`config.mk`:
```
export PLATFORM = sky130hd
export DESIGN_NAME = vc_out_credit_ctl
export DESIGN_NICKNAME = d
export VERILOG_FILES = /design/src/rtl/noc_vc_pkg.sv /design/src/rtl/vc_out_credit_ctl_rr_arb.sv /design/src/rtl/vc_out_credit_ctl.sv
export SDC_FILE = /design/constraint.sdc
export NUM_CORES = 1
export LEC_CHECK = 0
export CAP_MARGIN = 10
export CELL_PAD_IN_SITES_DETAIL_PLACEMENT = 0
export CELL_PAD_IN_SITES_GLOBAL_PLACEMENT = 1
export CORE_ASPECT_RATIO = 1.2
export CORE_MARGIN = 3
export CORE_UTILIZATION = 30
export CTS_CLUSTER_SIZE = 12
export DETAILED_ROUTE_END_ITERATION = 6
export GPL_ROUTABILITY_DRIVEN = 0
export PLACE_DENSITY = 0.87
export SLEW_MARGIN = 40
export SYNTH_ARGS = -nofsm -noshare
export SYNTH_HDL_FRONTEND = slang
export SYNTH_SLANG_ARGS = --single-unit
```
`constraint.sdc`:
```
create_clock -name clk -period 3.9 [get_ports clk]
set_clock_uncertainty 0.15 [all_clocks]
set_input_delay 0.975 -clock clk [delete_from_list [all_inputs] [get_ports clk]]
set_output_delay 0.975 -clock clk [all_outputs]
set_load 0.05 [all_outputs]
```
`src/rtl/noc_vc_pkg.sv`:
```
// Shared types and constants for the VC output credit controller.
package noc_vc_pkg;

  localparam int unsigned FT_HOF = 0;
  localparam int unsigned FT_BOF = 1;
  localparam int unsigned FT_EOF = 2;

  typedef enum logic {
    IDLE = 1'b0,
    PKT  = 1'b1
  } vc_state_e;

  // Width needed to hold 0..bd credits inclusive.
  function automatic int unsigned crd_w(input int unsigned bd);
    return $clog2(bd + 1);
  endfunction

endpackage

```
`src/rtl/vc_out_credit_ctl_rr_arb.sv`:
```
// Round-robin arbiter: grants the first request at or after the pointer.
// The pointer moves to just past the winner, and only when a grant is issued.
module rr_arb #(
  parameter int unsigned N = 2
) (
  input  logic         clk,
  input  logic         rst,
  input  logic [N-1:0] req_i,
  output logic [N-1:0] gnt_o
);

  localparam int unsigned PW = (N > 1) ? $clog2(N) : 1;

  logic [PW-1:0] ptr_q, ptr_d;
  logic [N-1:0]  mask;
  logic [N-1:0]  hi_req;
  logic [N-1:0]  pick;

  // Requests at or above the pointer win first; otherwise wrap to the bottom.
  always_comb begin
    mask   = '0;
    for (int unsigned j = 0; j < N; j++) begin
      mask[j] = (j >= 32'(ptr_q));
    end
    hi_req = req_i & mask;
    pick   = (hi_req != '0) ? hi_req : req_i;
    gnt_o  = '0;
    ptr_d  = ptr_q;
    for (int unsigned j = 0; j < N; j++) begin
      if (pick[j] && (gnt_o == '0)) begin
        gnt_o[j] = 1'b1;
        ptr_d    = (j == N - 1) ? '0 : PW'(j + 1);
      end
    end
  end

  always_ff @(posedge clk) begin
    if (rst) begin
      ptr_q <= '0;
    end else begin
      ptr_q <= ptr_d;
    end
  end

endmodule

```
`src/rtl/vc_out_credit_ctl.sv`:
```
// Credit-based VC output port: per-VC credits, framing FSMs, RR arbitration, output register.
// Optional checker build: define VC_CREDIT_CHK_EN to add the sticky err output and assertions.
module vc_out_credit_ctl
  import noc_vc_pkg::*;
#(
  parameter int unsigned DW  = 32,
  parameter int unsigned VCN = 2,
  parameter int unsigned FT  = 3,
  parameter int unsigned BD  = 4,
  localparam int unsigned CW = crd_w(BD)
) (
  input  logic               clk,
  input  logic               rst,
  input  logic [VCN*DW-1:0]  vi_data,
  input  logic [VCN*FT-1:0]  vi_ft,
  input  logic [VCN-1:0]     vi_valid,
  output logic [VCN-1:0]     vi_ready,
  output logic [DW-1:0]      do_data,
  output logic [FT-1:0]      do_ft,
  output logic [VCN-1:0]     do_vc,
  output logic               do_valid,
  input  logic [VCN-1:0]     cr_in,
  output logic [VCN*CW-1:0]  crd_cnt
`ifdef VC_CREDIT_CHK_EN
  ,
  output logic               err
`endif
);

  logic [CW-1:0] crd_q [VCN];
  logic [CW-1:0] crd_d [VCN];
  vc_state_e     st_q  [VCN];
  vc_state_e     st_d  [VCN];

  logic [VCN-1:0] elig;
  logic [VCN-1:0] gnt;
  logic [DW-1:0]  sel_data;
  logic [FT-1:0]  sel_ft;

  logic [DW-1:0]  do_data_q;
  logic [FT-1:0]  do_ft_q;
  logic [VCN-1:0] do_vc_q;
  logic           do_valid_q;

  always_comb begin
    for (int unsigned v = 0; v < VCN; v++) begin
      elig[v] = vi_valid[v] && (crd_q[v] != '0);
    end
  end

  rr_arb #(
    .N (VCN)
  ) u_arb (
    .clk   (clk),
    .rst   (rst),
    .req_i (elig),
    .gnt_o (gnt)
  );

  assign vi_ready = rst ? '0 : gnt;

  // Mux the granted VC's head flit toward the output register.
  always_comb begin
    sel_data = '0;
    sel_ft   = '0;
    for (int unsigned v = 0; v < VCN; v++) begin
      if (gnt[v]) begin
        sel_data = vi_data[v*DW +: DW];
        sel_ft   = vi_ft[v*FT +: FT];
      end
    end
  end

  // Credit counters: a simultaneous grant and return cancel; returns saturate at BD.
  always_comb begin
    for (int unsigned v = 0; v < VCN; v++) begin
      crd_d[v] = crd_q[v];
      if (gnt[v] && !cr_in[v]) begin
        crd_d[v] = crd_q[v] - CW'(1);
      end else if (!gnt[v] && cr_in[v] && (crd_q[v] != CW'(BD))) begin
        crd_d[v] = crd_q[v] + CW'(1);
      end
    end
  end

  // Per-VC framing state, advanced only by that VC's granted flits.
  always_comb begin
    for (int unsigned v = 0; v < VCN; v++) begin
      st_d[v] = st_q[v];
      if (gnt[v]) begin
        case (st_q[v])
          IDLE:    if (vi_ft[v*FT + FT_HOF] && !vi_ft[v*FT + FT_EOF]) st_d[v] = PKT;
          PKT:     if (vi_ft[v*FT + FT_EOF]) st_d[v] = IDLE;
          default: st_d[v] = IDLE;
        endcase
      end
    end
  end

  always_ff @(posedge clk) begin
    if (rst) begin
      for (int unsigned v = 0; v < VCN; v++) begin
        crd_q[v] <= CW'(BD);
        st_q[v]  <= IDLE;
      end
      do_data_q  <= '0;
      do_ft_q    <= '0;
      do_vc_q    <= '0;
      do_valid_q <= 1'b0;
    end else begin
      for (int unsigned v = 0; v < VCN; v++) begin
        crd_q[v] <= crd_d[v];
        st_q[v]  <= st_d[v];
      end
      do_valid_q <= (gnt != '0);
      if (gnt != '0) begin
        do_data_q <= sel_data;
        do_ft_q   <= sel_ft;
        do_vc_q   <= gnt;
      end
    end
  end

  always_comb begin
    for (int unsigned v = 0; v < VCN; v++) begin
      crd_cnt[v*CW +: CW] = crd_q[v];
    end
  end

  assign do_data  = do_data_q;
  assign do_ft    = do_ft_q;
  assign do_vc    = do_vc_q;
  assign do_valid = do_valid_q;

`ifdef VC_CREDIT_CHK_EN
  logic err_q, err_d;
  logic ovf, bad_idle, bad_pkt, bad_code;

  // Protocol violations seen this cycle; err latches any of them until reset.
  always_comb begin
    ovf      = 1'b0;
    bad_idle = 1'b0;
    bad_pkt  = 1'b0;
    bad_code = 1'b0;
    for (int unsigned v = 0; v < VCN; v++) begin
      if (cr_in[v] && (crd_q[v] == CW'(BD))) ovf = 1'b1;
      if (gnt[v] && (st_q[v] == IDLE) && !vi_ft[v*FT + FT_HOF] &&
          (vi_ft[v*FT + FT_BOF] || vi_ft[v*FT + FT_EOF])) bad_idle = 1'b1;
      if (gnt[v] && (st_q[v] == PKT) && vi_ft[v*FT + FT_HOF]) bad_pkt = 1'b1;
    end
    if ((gnt != '0) && ((sel_ft == '0) || ((sel_ft & (sel_ft - FT'(1))) != '0))) begin
      bad_code = 1'b1;
    end
    err_d = err_q | ovf | bad_idle | bad_pkt | bad_code;
  end

  always_ff @(posedge clk) begin
    if (rst) begin
      err_q <= 1'b0;
    end else begin
      err_q <= err_d;
    end
  end

  assign err = err_q;

  a_ready_onehot0: assert property (@(posedge clk) disable iff (rst) $onehot0(vi_ready));
  a_no_ovf:        assert property (@(posedge clk) disable iff (rst) !ovf)
    else $warning("credit return at full credit");
  a_idle_frame:    assert property (@(posedge clk) disable iff (rst) !bad_idle)
    else $warning("body/tail flit granted outside a packet");
  a_pkt_frame:     assert property (@(posedge clk) disable iff (rst) !bad_pkt)
    else $warning("head flit granted inside a packet");
  a_ft_code:       assert property (@(posedge clk) disable iff (rst) !bad_code)
    else $warning("flit type not one-hot on grant");
`endif

endmodule

```
* Word-level counts from Yosys, hierarchy flattened *
Memories as Yosys holds them, arrays and structs flattened.
Index checks and enable logic that the tools add are counted.

storage, ports and cells
  output and inout bits = 46
  input bits = 76
  latch bits = 0
  memories = 1
  bits in writable memories = 6
  word-level logic and storage cells = 52
  register bits after elaboration = 39
  ROM bits = 0

memories
  name   words  width  read ports  clocked after memory_dff  wr ports  RTL line                 RTL
  crd_q  2      3      2           0                         2         vc_out_credit_ctl.sv:30  logic [CW-1:0] crd_q [VCN];

cells by class
  shift operators = 0
  reduce and logical (&&, ||, !) cells = 18
  muxes and demuxes = 17
  bitwise operators = 4
  add/subtract/negate cells = 4
  div/mod/pow operators = 0
  $mul = 0
  order comparisons = 1
  eq/ne operators = 2

operators with widths
  kind                                              count
  2-to-1 mux 32 bit                                 2
  2-to-1 mux 3 bit                                  8
  logical AND 1 bit                                 9
  adder 3 x 1 -> 3 bit, second input constant       2
  inequality test 3 bit, second input constant      2
  nonzero test 3 bit                                2
  subtractor 3 x 1 -> 3 bit, second input constant  2
  2-to-1 mux 1 bit                                  5
  logical NOT 1 bit                                 4
  2-to-1 mux 2 bit                                  2
  nonzero test 2 bit                                2
  bitwise AND 2 bit                                 1
  OR 1 bit                                          2
  OR reduction 2 bit                                1
  >= comparator 1 bit, first input constant         1
  NOT 1 bit                                         1

* Depth between registers and ports, before layout *
Gate-level depths: netlist of run 1.
An unclocked memory read counts as a cell.

  depth in word-level cells = 16
  mapped depth = 9
  depth with buffers taken out = 8

* Cells and area by module *
Synthesis of run 1 repeated with hierarchy kept, for this count alone.

unflattened totals
  cells, all modules = 265
  area total of the unflattened synthesis = 2232.1 µm²

by module, submodules not included
  module             instances  sequential area each (µm²)  area each (µm²)  cells an instance
  vc_out_credit_ctl  1          880.8                       2182.1           259
  rr_arb             1          20.0                        50.0             6

* Least setup slack after synthesis of run 1 *
No wires, ideal clock.

  kind = input port to output port
  start point = input rst
  end point = output vi_ready[0]
  path buffers = 3
  path slack = 0.518 ns
  arrival = 2.257 ns
  required time = 2.775 ns
  stages = 4
  path through = clkbuf_1 -> buf_1 -> clkbuf_1 -> nor2_1

on the way
  word-level cells in the longest chain between the ends = 1

ends and longest elaborated chain
  item              RTL line                 RTL
  from (decl)       vc_out_credit_ctl.sv:13  input logic rst,
  2-to-1 mux 2 bit  vc_out_credit_ctl.sv:60  assign vi_ready = rst ? '0 : gnt;
  to (decl)         vc_out_credit_ctl.sv:17  output logic [VCN-1:0] vi_ready,

Every way passes these cells.

* Worst setup path in the final report of run 1 *
  start point = input vi_valid[1]
  end point = output vi_ready[1]

on the way
  word-level cells in the longest chain between the ends = 9

ends and longest elaborated chain
  item                 RTL line                        RTL
  from (decl)          vc_out_credit_ctl.sv:16         input logic [VCN-1:0] vi_valid,
  logical AND 1 bit *  vc_out_credit_ctl.sv:47         elig[v] = vi_valid[v] && (crd_q[v] != '0);
  bitwise AND 2 bit    vc_out_credit_ctl_rr_arb.sv:25  hi_req = req_i & mask;
  nonzero test 2 bit   vc_out_credit_ctl_rr_arb.sv:26  pick = (hi_req != '0) ? hi_req : req_i;
  2-to-1 mux 2 bit *   vc_out_credit_ctl_rr_arb.sv:26
  2-to-1 mux 1 bit     vc_out_credit_ctl_rr_arb.sv:30  if (pick[j] && (gnt_o == '0)) begin
  NOT 1 bit            vc_out_credit_ctl_rr_arb.sv:30
  logical AND 1 bit *  vc_out_credit_ctl_rr_arb.sv:30
  2-to-1 mux 1 bit *   vc_out_credit_ctl_rr_arb.sv:30
  2-to-1 mux 2 bit *   vc_out_credit_ctl.sv:60

Mark *: on every way between the ends. The rest lies on a longest branch, timed or not.

==> results of run 1 <==
-- where the power goes --
part           total, mW  internal (mW)  switching (mW)  leakage (nW)
logic              0.705          0.285           0.420         0.955
clock network      0.310          0.144           0.166        0.0512
registers          0.567          0.519          0.0483         0.375
-- per-stage QoR --
step	cells	util [%]	hold WS, ns	total power, mW
after floorplan	280	-	0.423	1.03
after global placement	476	49.0	0.303	1.28
after detailed placement	478	49.3	0.307	1.29
after CTS	486	50.6	0.321	1.61
after global routing	486	50.6	0.353	1.68
final	486	50.6	0.319	1.58
-- final cells by class --
| class | count | area [sq um] | area share [%] |
|---|---|---|---|
| multi-input combinational | 206 | 1350 | 35.7 |
| timing repair buffer | 130 | 1300 | 34.3 |
| sequential | 45 | 901 | 23.8 |
| tap | 90 | 113 | 2.97 |
| clock buffer | 6 | 82.6 | 2.18 |
| inverter | 7 | 26.3 | 0.694 |
| clock inverter | 2 | 13.8 | 0.363 |
-- synth_stat cells (all sizes together) (2+ instances only) --
cell      n
o22ai    16
a2111oi  20
dfxtp    45
inv       7
nand3b    3
nor3     18
nor2     79
nor2b     2
nand2     7
o21a     19
o31a      2
or3       3
a211oi    3
buf       7
nand3     2
a31oi     2
fa        2
a21oi     7
o31ai     2
o21ai     4
clkbuf   15
-- registers in the layout (all words and copies together), names as in the netlist --
name         count
do_data         32
crd_q            6
do_vc            2
do_valid         1
u_arb.ptr_q      1
do_ft            3
-- metal layers --
metal / track usage [%] / share of wire (%) / routed length (um)
met5: 0 / 0 / 0
met4: 2.96 / 0.81 / 60
met3: 4.77 / 8.7 / 645
met2: 28.6 / 48 / 3550
met1: 19.3 / 42 / 3130
-- how the worst max path moves through the flow --
stage,start,endpoint,slack [ns],cells after the start
4_1_cts,vi_valid[1],vi_ready[1],0.53,5
5_1_grt,vi_valid[1],vi_ready[1],0.46,5
2_1_floorplan,rst,vi_ready[0],0.52,4
3_3_place_gp,vi_valid[1],crd_q[0][5],0.44,9
3_5_place_dp,vi_valid[1],crd_q[0][5],0.42,9
6_report,vi_valid[1],vi_ready[1],0.54,5
-- layout by cell type (no fill, tap or decap), types with 6 or more instances in the layout --
cell type        synthesis  routed
dfxtp_1                 45      45
clkdlybuf4s50_1          0     118
a2111oi_2               19      19
inv_1                    7       7
a21oi_1                  7       7
buf_4                    1       8
clkbuf_8                 0       6
nand2_1                  6       6
o22ai_1                 16      16
o21a_1                  19      19
nor3_1                  18      18
nor2_1                  79      79
-- logic make-up after synthesis --
group           after synthesis
buf+inv                      29
xor+xnor                      1
flops                        45
fa+ha+maj                     2
compound gates               80
simple gates                123
-- worst reg2reg max path: stages (launching register included) --
cell	delay [ns]
dfxtp_1	0.57
o31a_2	0.23
o21ai_2	0.11
or2_2	0.30
fa_1	0.37
nor2b_1	0.15
or3_1	0.31
a21oi_1	0.13
a211oi_1	0.05
==> results.py, run 1 <==
metrics = {
    "outcome": {
        "status": "completed",
    },
    "layout": {
        "drive_gt1_share_pct": 11.9,
        "final_nets": 473,
        "nFillCells": 739,
        "n_antenna_cell": 0,
        "design_area_sq_um": 3790,
        "synthToLayoutAreaGrowth_pct": 59.3,
    },
    "worst_setup_path": {
        "rrSetupSlack_ns": 1.41,
        "worstReg2RegStart": "crd_q[0][3]",
        "worstPathArrival_ns": 2.24,
        "worstReg2RegEnd": "crd_q[0][5]",
        "cpMaxStageDelayCell": "clkdlybuf4s50_1",
        "crit_required_ns": 2.77,
        "start_kind": "primary input",
        "critPathMaxFanout": 9,
        "timing_worst_setup_path_type": "primary input to primary output",
        "path_cells": "clkdlybuf4s50_1 > o31a_2 > o21ai_2 > nor2_1 > buf_12",
        "cp_num_buf_inv": 2,
        "worstSetupEndpointType": "primary output",
        "rr_worst_depth": 8,
        "cpPeakStageDelay_ns": 0.58,
        "crit_family": "buffers and inverters",
    },
    "synth": {
        "synth_fp_nets": 358,
        "async_reset_ff_share_pct": 0,
        "synth_area_leaders": "dfxtp_1 (38%), nor2_1 (12%), a2111oi_2 (12%)",
        "synth.cell_area_sq_um": 2380,
        "ys_seq_area_share_pct": 37.9,
        "syn_inst": 280,
        "yosys.cell_types.count": 44,
        "ys_seq_elements": 45,
        "synth_top_area_share_pct": 37.9,
        "yosys.area_share.simple_pct": 23.2,
        "synth-main-ff-cell": "dfxtp_1",
        "synth_top_family_by_area": "compound AO/OA/AOI/OAI gates",
        "synth_compound_area_share_pct": 31.3,
        "synthAdderAreaFrac_pct": 1.68,
        "syn_avg_cell_area_sq_um": 8.49,
        "yosysWarnings": 0,
        "synth-edff-count": 0,
        "synth_mux_area_share_pct": 0,
        "synth_xor_area_share_pct": 0.368,
        "synth_area_leader_cell": "dfxtp_1",
    },
    "clock_network": {
        "cts_buffers": 5,
        "cts_post_setup_buffers_inserted": 0,
        "clkSlewWorstSetupHoldPaths_ns": 0.09,
        "clk_latency_ns": 0.30,
        "cts_tree": "done",
        "root_buffer": "clkbuf_8",
        "cts_max_level": 2,
        "cts.repair.resized": 0,
        "cts_buffer_depth": 2,
        "hold_buffers": 0,
        "cts_sinks": 45,
    },
    "grt": {
        "grt_max_degree": 50,
        "overflow": 0,
        "grt_pass1_vias": 2476,
        "grt_pass1_wl_mm": 12.1,
        "grt_antenna_before_repair": 0,
        "grt_usage_pct": 16.2,
    },
    "min_path": {
        "hold_class": "register to register",
        "min_from": "do_vc[0]",
        "worstHoldEndpoint": "do_vc[0]",
        "hold_path_depth": 2,
    },
    "drt": {
        "drc_errors": 0,
        "dr.pass1.iters": 4,
        "vias_per_cell": 5.03,
        "ant_nets": 0,
        "drtIter0Drc": 51,
        "vias": 2447,
        "totalWireLength_mm": 7.38,
        "wire_per_inst_um": 15.2,
    },
    "floorplan": {
        "initial_utilization_pct": 31.8,
        "io_pins": 122,
        "die_w_um": 87.3,
        "core_sq_um": 7490,
        "dieArea_sq_um": 9030,
        "die_y_um": 104,
        "rows": 34,
    },
    "timing": {
        "finalMaxSlewViolations": 0,
        "setup_viol": 0,
        "final_hold_viol_count": 0,
        "worst_slack_ns": 0.540,
        "fin_setup_tns_ns": 0,
        "fin_crit_sh_pct": 86.2,
        "max_freq_mhz": 298,
        "tightest_slew_ns": 0.665,
        "fin_crit_ns": 3.36,
        "slew_headroom_pct": 55.6,
        "grt_setup_unrepaired": "no",
    },
    "flow_run": {
        "max_cap_viol_count": 0,
    },
    "place": {
        "place_ws_ns": 0.418,
        "port_buffers": 121,
        "placed_cell_area_sq_um": 3690,
        "hpwl_mm": 5.22,
    },
    "power": {
        "p_per_area_nw_per_um2": 418,
        "leakage_nw": 1.38,
        "peakVddDrop_mv": 0.217,
    },
}
No activity file was read; power rests on OpenSTA's default activity.
==> run 2, diff against run 1 <==
Settings changed: CELL_PAD_IN_SITES_DETAIL_PLACEMENT 0 to not set, CELL_PAD_IN_SITES_GLOBAL_PLACEMENT 1 to not set, CORE_UTILIZATION 30 to 43, PLACE_DENSITY 0.87 to 0.88.
==> run 2 against run 1 <==
Count of clock-buffer cells in the layout stayed put. Sequential share of layout area is 0.17 points higher. Non-clock buffer count is 1 higher. Core utilization is 20 points higher. Register-to-register slack worse by 0.02 ns. Hold slack worse by 0.0075 ns. Critical path depth stayed put. Clock power hardly changed. Via count is 1.9% higher. Final cell count is 5.6% lower. Total power is 0.11% lower. Critical path type unchanged. Largest power group unchanged.
==> results.py, run 2 (same netlist as run 1, synthesis figures left out) <==
metrics = {
    "power": {
        "p_sw_mw": 0.631,
        "p_int_mw": 0.949,
        "peakVddDrop_mv": 0.226,
        "clockPowerShare_pct": 19.5,
        "leakage_nw": 1.39,
        "p_comb_share_pct": 44.5,
        "p_per_area_nw_per_um2": 420,
        "p_sw_share_pct": 39.9,
        "seqPwrFrac_pct": 36.0,
    },
    "worst_setup_path": {
        "critPathMaxFanout": 4,
        "worstSetupEndpointType": "primary output",
        "worstPathArrival_ns": 2.23,
        "timing_worst_setup_path_type": "primary input to primary output",
        "start_kind": "primary input",
        "crit_required_ns": 2.77,
    },
    "clock_network": {
        "cts_sinks": 45,
        "cts_post_setup_buffers_inserted": 0,
        "hold_buffers": 0,
        "cts_buffers": 5,
        "cts.repair.resized": 0,
        "root_buffer": "clkbuf_8",
        "cts_max_level": 2,
        "cts_buffer_depth": 2,
        "cts_tree": "done",
        "clk_latency_ns": 0.30,
        "clkSlewWorstSetupHoldPaths_ns": 0.09,
    },
    "timing": {
        "fin_crit_ns": 3.35,
        "grt_setup_unrepaired": "no",
        "final_hold_viol_count": 0,
        "setup_viol": 0,
        "holdWs_ns": 0.312,
        "max_freq_mhz": 298,
        "slew_headroom_pct": 55.1,
        "fin_crit_sh_pct": 85.9,
        "tightest_slew_ns": 0.673,
        "finalMaxSlewViolations": 0,
        "fin_setup_tns_ns": 0,
    },
    "grt": {
        "grt_max_degree": 56,
        "gr-usage-met2_pct": 40.2,
        "overflow": 0,
        "grt_pass1_vias": 2510,
        "grt_pass1_wl_mm": 11.2,
        "grt_antenna_before_repair": 0,
        "grt_usage_pct": 22.1,
        "grtUsageMet1_pct": 24.1,
        "grt.busiest_layer": "met2",
        "use_met3_pct": 6.58,
    },
    "layout": {
        "largest_reg_flops": 32,
        "synthToLayoutAreaGrowth_pct": 58.2,
        "final_cell_mix": "clkdlybuf4s50_1 (118), nor2_1 (79), dfxtp_1 (45)",
        "n_antenna_cell": 0,
        "final_common_cell": "clkdlybuf4s50_1",
        "final_nets": 474,
        "drive_gt1_share_pct": 12.1,
        "final_util_pct": 70.5,
        "nFillCells": 460,
    },
    "floorplan": {
        "core_sq_um": 5330,
        "die_w_um": 73.9,
        "die_y_um": 87.5,
        "initial_utilization_pct": 44.6,
        "io_pins": 122,
        "rows": 29,
        "dieArea_sq_um": 6460,
    },
    "outcome": {
        "status": "completed",
    },
    "drt": {
        "dr.pass1.iters": 4,
        "ant_nets": 0,
        "totalWireLength_mm": 7.10,
        "vias": 2493,
        "drtIter0Drc": 146,
        "wire_per_inst_um": 15.5,
        "drc_errors": 0,
        "vias_per_cell": 5.43,
    },
    "place": {
        "hpwl_mm": 5.23,
        "port_buffers": 121,
    },
    "flow_run": {
        "max_cap_viol_count": 0,
    },
    "min_path": {
        "hold_class": "register to register",
    },
}
## run 2: changes by cell type in the layout (fill, tap and decap cells not counted), sizes merged
| cell | previous run | this run |
|---|---|---|
| buf | 12 | 13 |
## run 2: power groups by stage
| stage | Clock (mW) | Combinational (mW) | Sequential [mW] |
|---|---|---|---|
| finish | 0.308 | 0.704 | 0.568 |
| global route | 0.328 | 0.754 | 0.577 |
| CTS | 0.311 | 0.709 | 0.569 |
| detailed placement | 0 | 0.707 | 0.579 |
| global placement | 0 | 0.690 | 0.576 |
| floorplan | 0 | 0.253 | 0.773 |
## run 2: final timing paths
| check | startpoint | end | slack, ns | depth (start not counted) |
|---|---|---|---|---|
| setup / recovery | vi_valid[1] | vi_ready[1] | 0.55 | 5 |
| hold / removal | do_vc[0] | do_vc[0] | 0.31 | 2 |
| setup reg to reg | crd_q[0][3] | crd_q[0][5] | 1.39 | 8 |
| hold reg to reg | do_vc[0] | do_vc[0] | 0.31 | 2 |
## run 2: routing by layer
layer	share of wire, %	wire length, um
met1	39	2800
met3	7.9	564
met5	0	0
met4	1.6	116
met2	51	3620
## run 2: cell type report
type | count | area [sq um] | share of cell area (%)
clock buffers | 6 | 82.6 | 2.20
inverters | 7 | 26.3 | 0.699
well taps | 62 | 77.6 | 2.06
repair buffers | 131 | 1310 | 34.7
flip-flops and latches | 45 | 901 | 24.0
multi-input cells | 206 | 1350 | 36.0
clock inverters | 2 | 13.8 | 0.366
## run 2: through the flow
stage	area [sq um]	power, mW	instances	worst slack [ns]
after floorplan	2380	1.03	280	0.518
after global placement	3640	1.27	449	0.504
after detailed placement	3660	1.29	451	0.387
after CTS	3760	1.59	459	0.546
after global routing	3760	1.66	459	0.496
final	3760	1.58	459	0.549
## run 2: critical path: stages
cell             delay, ns
clkdlybuf4s50_1       0.60
o31a_2                0.21
o21ai_2               0.08
nor2_1                0.19
buf_12                0.17
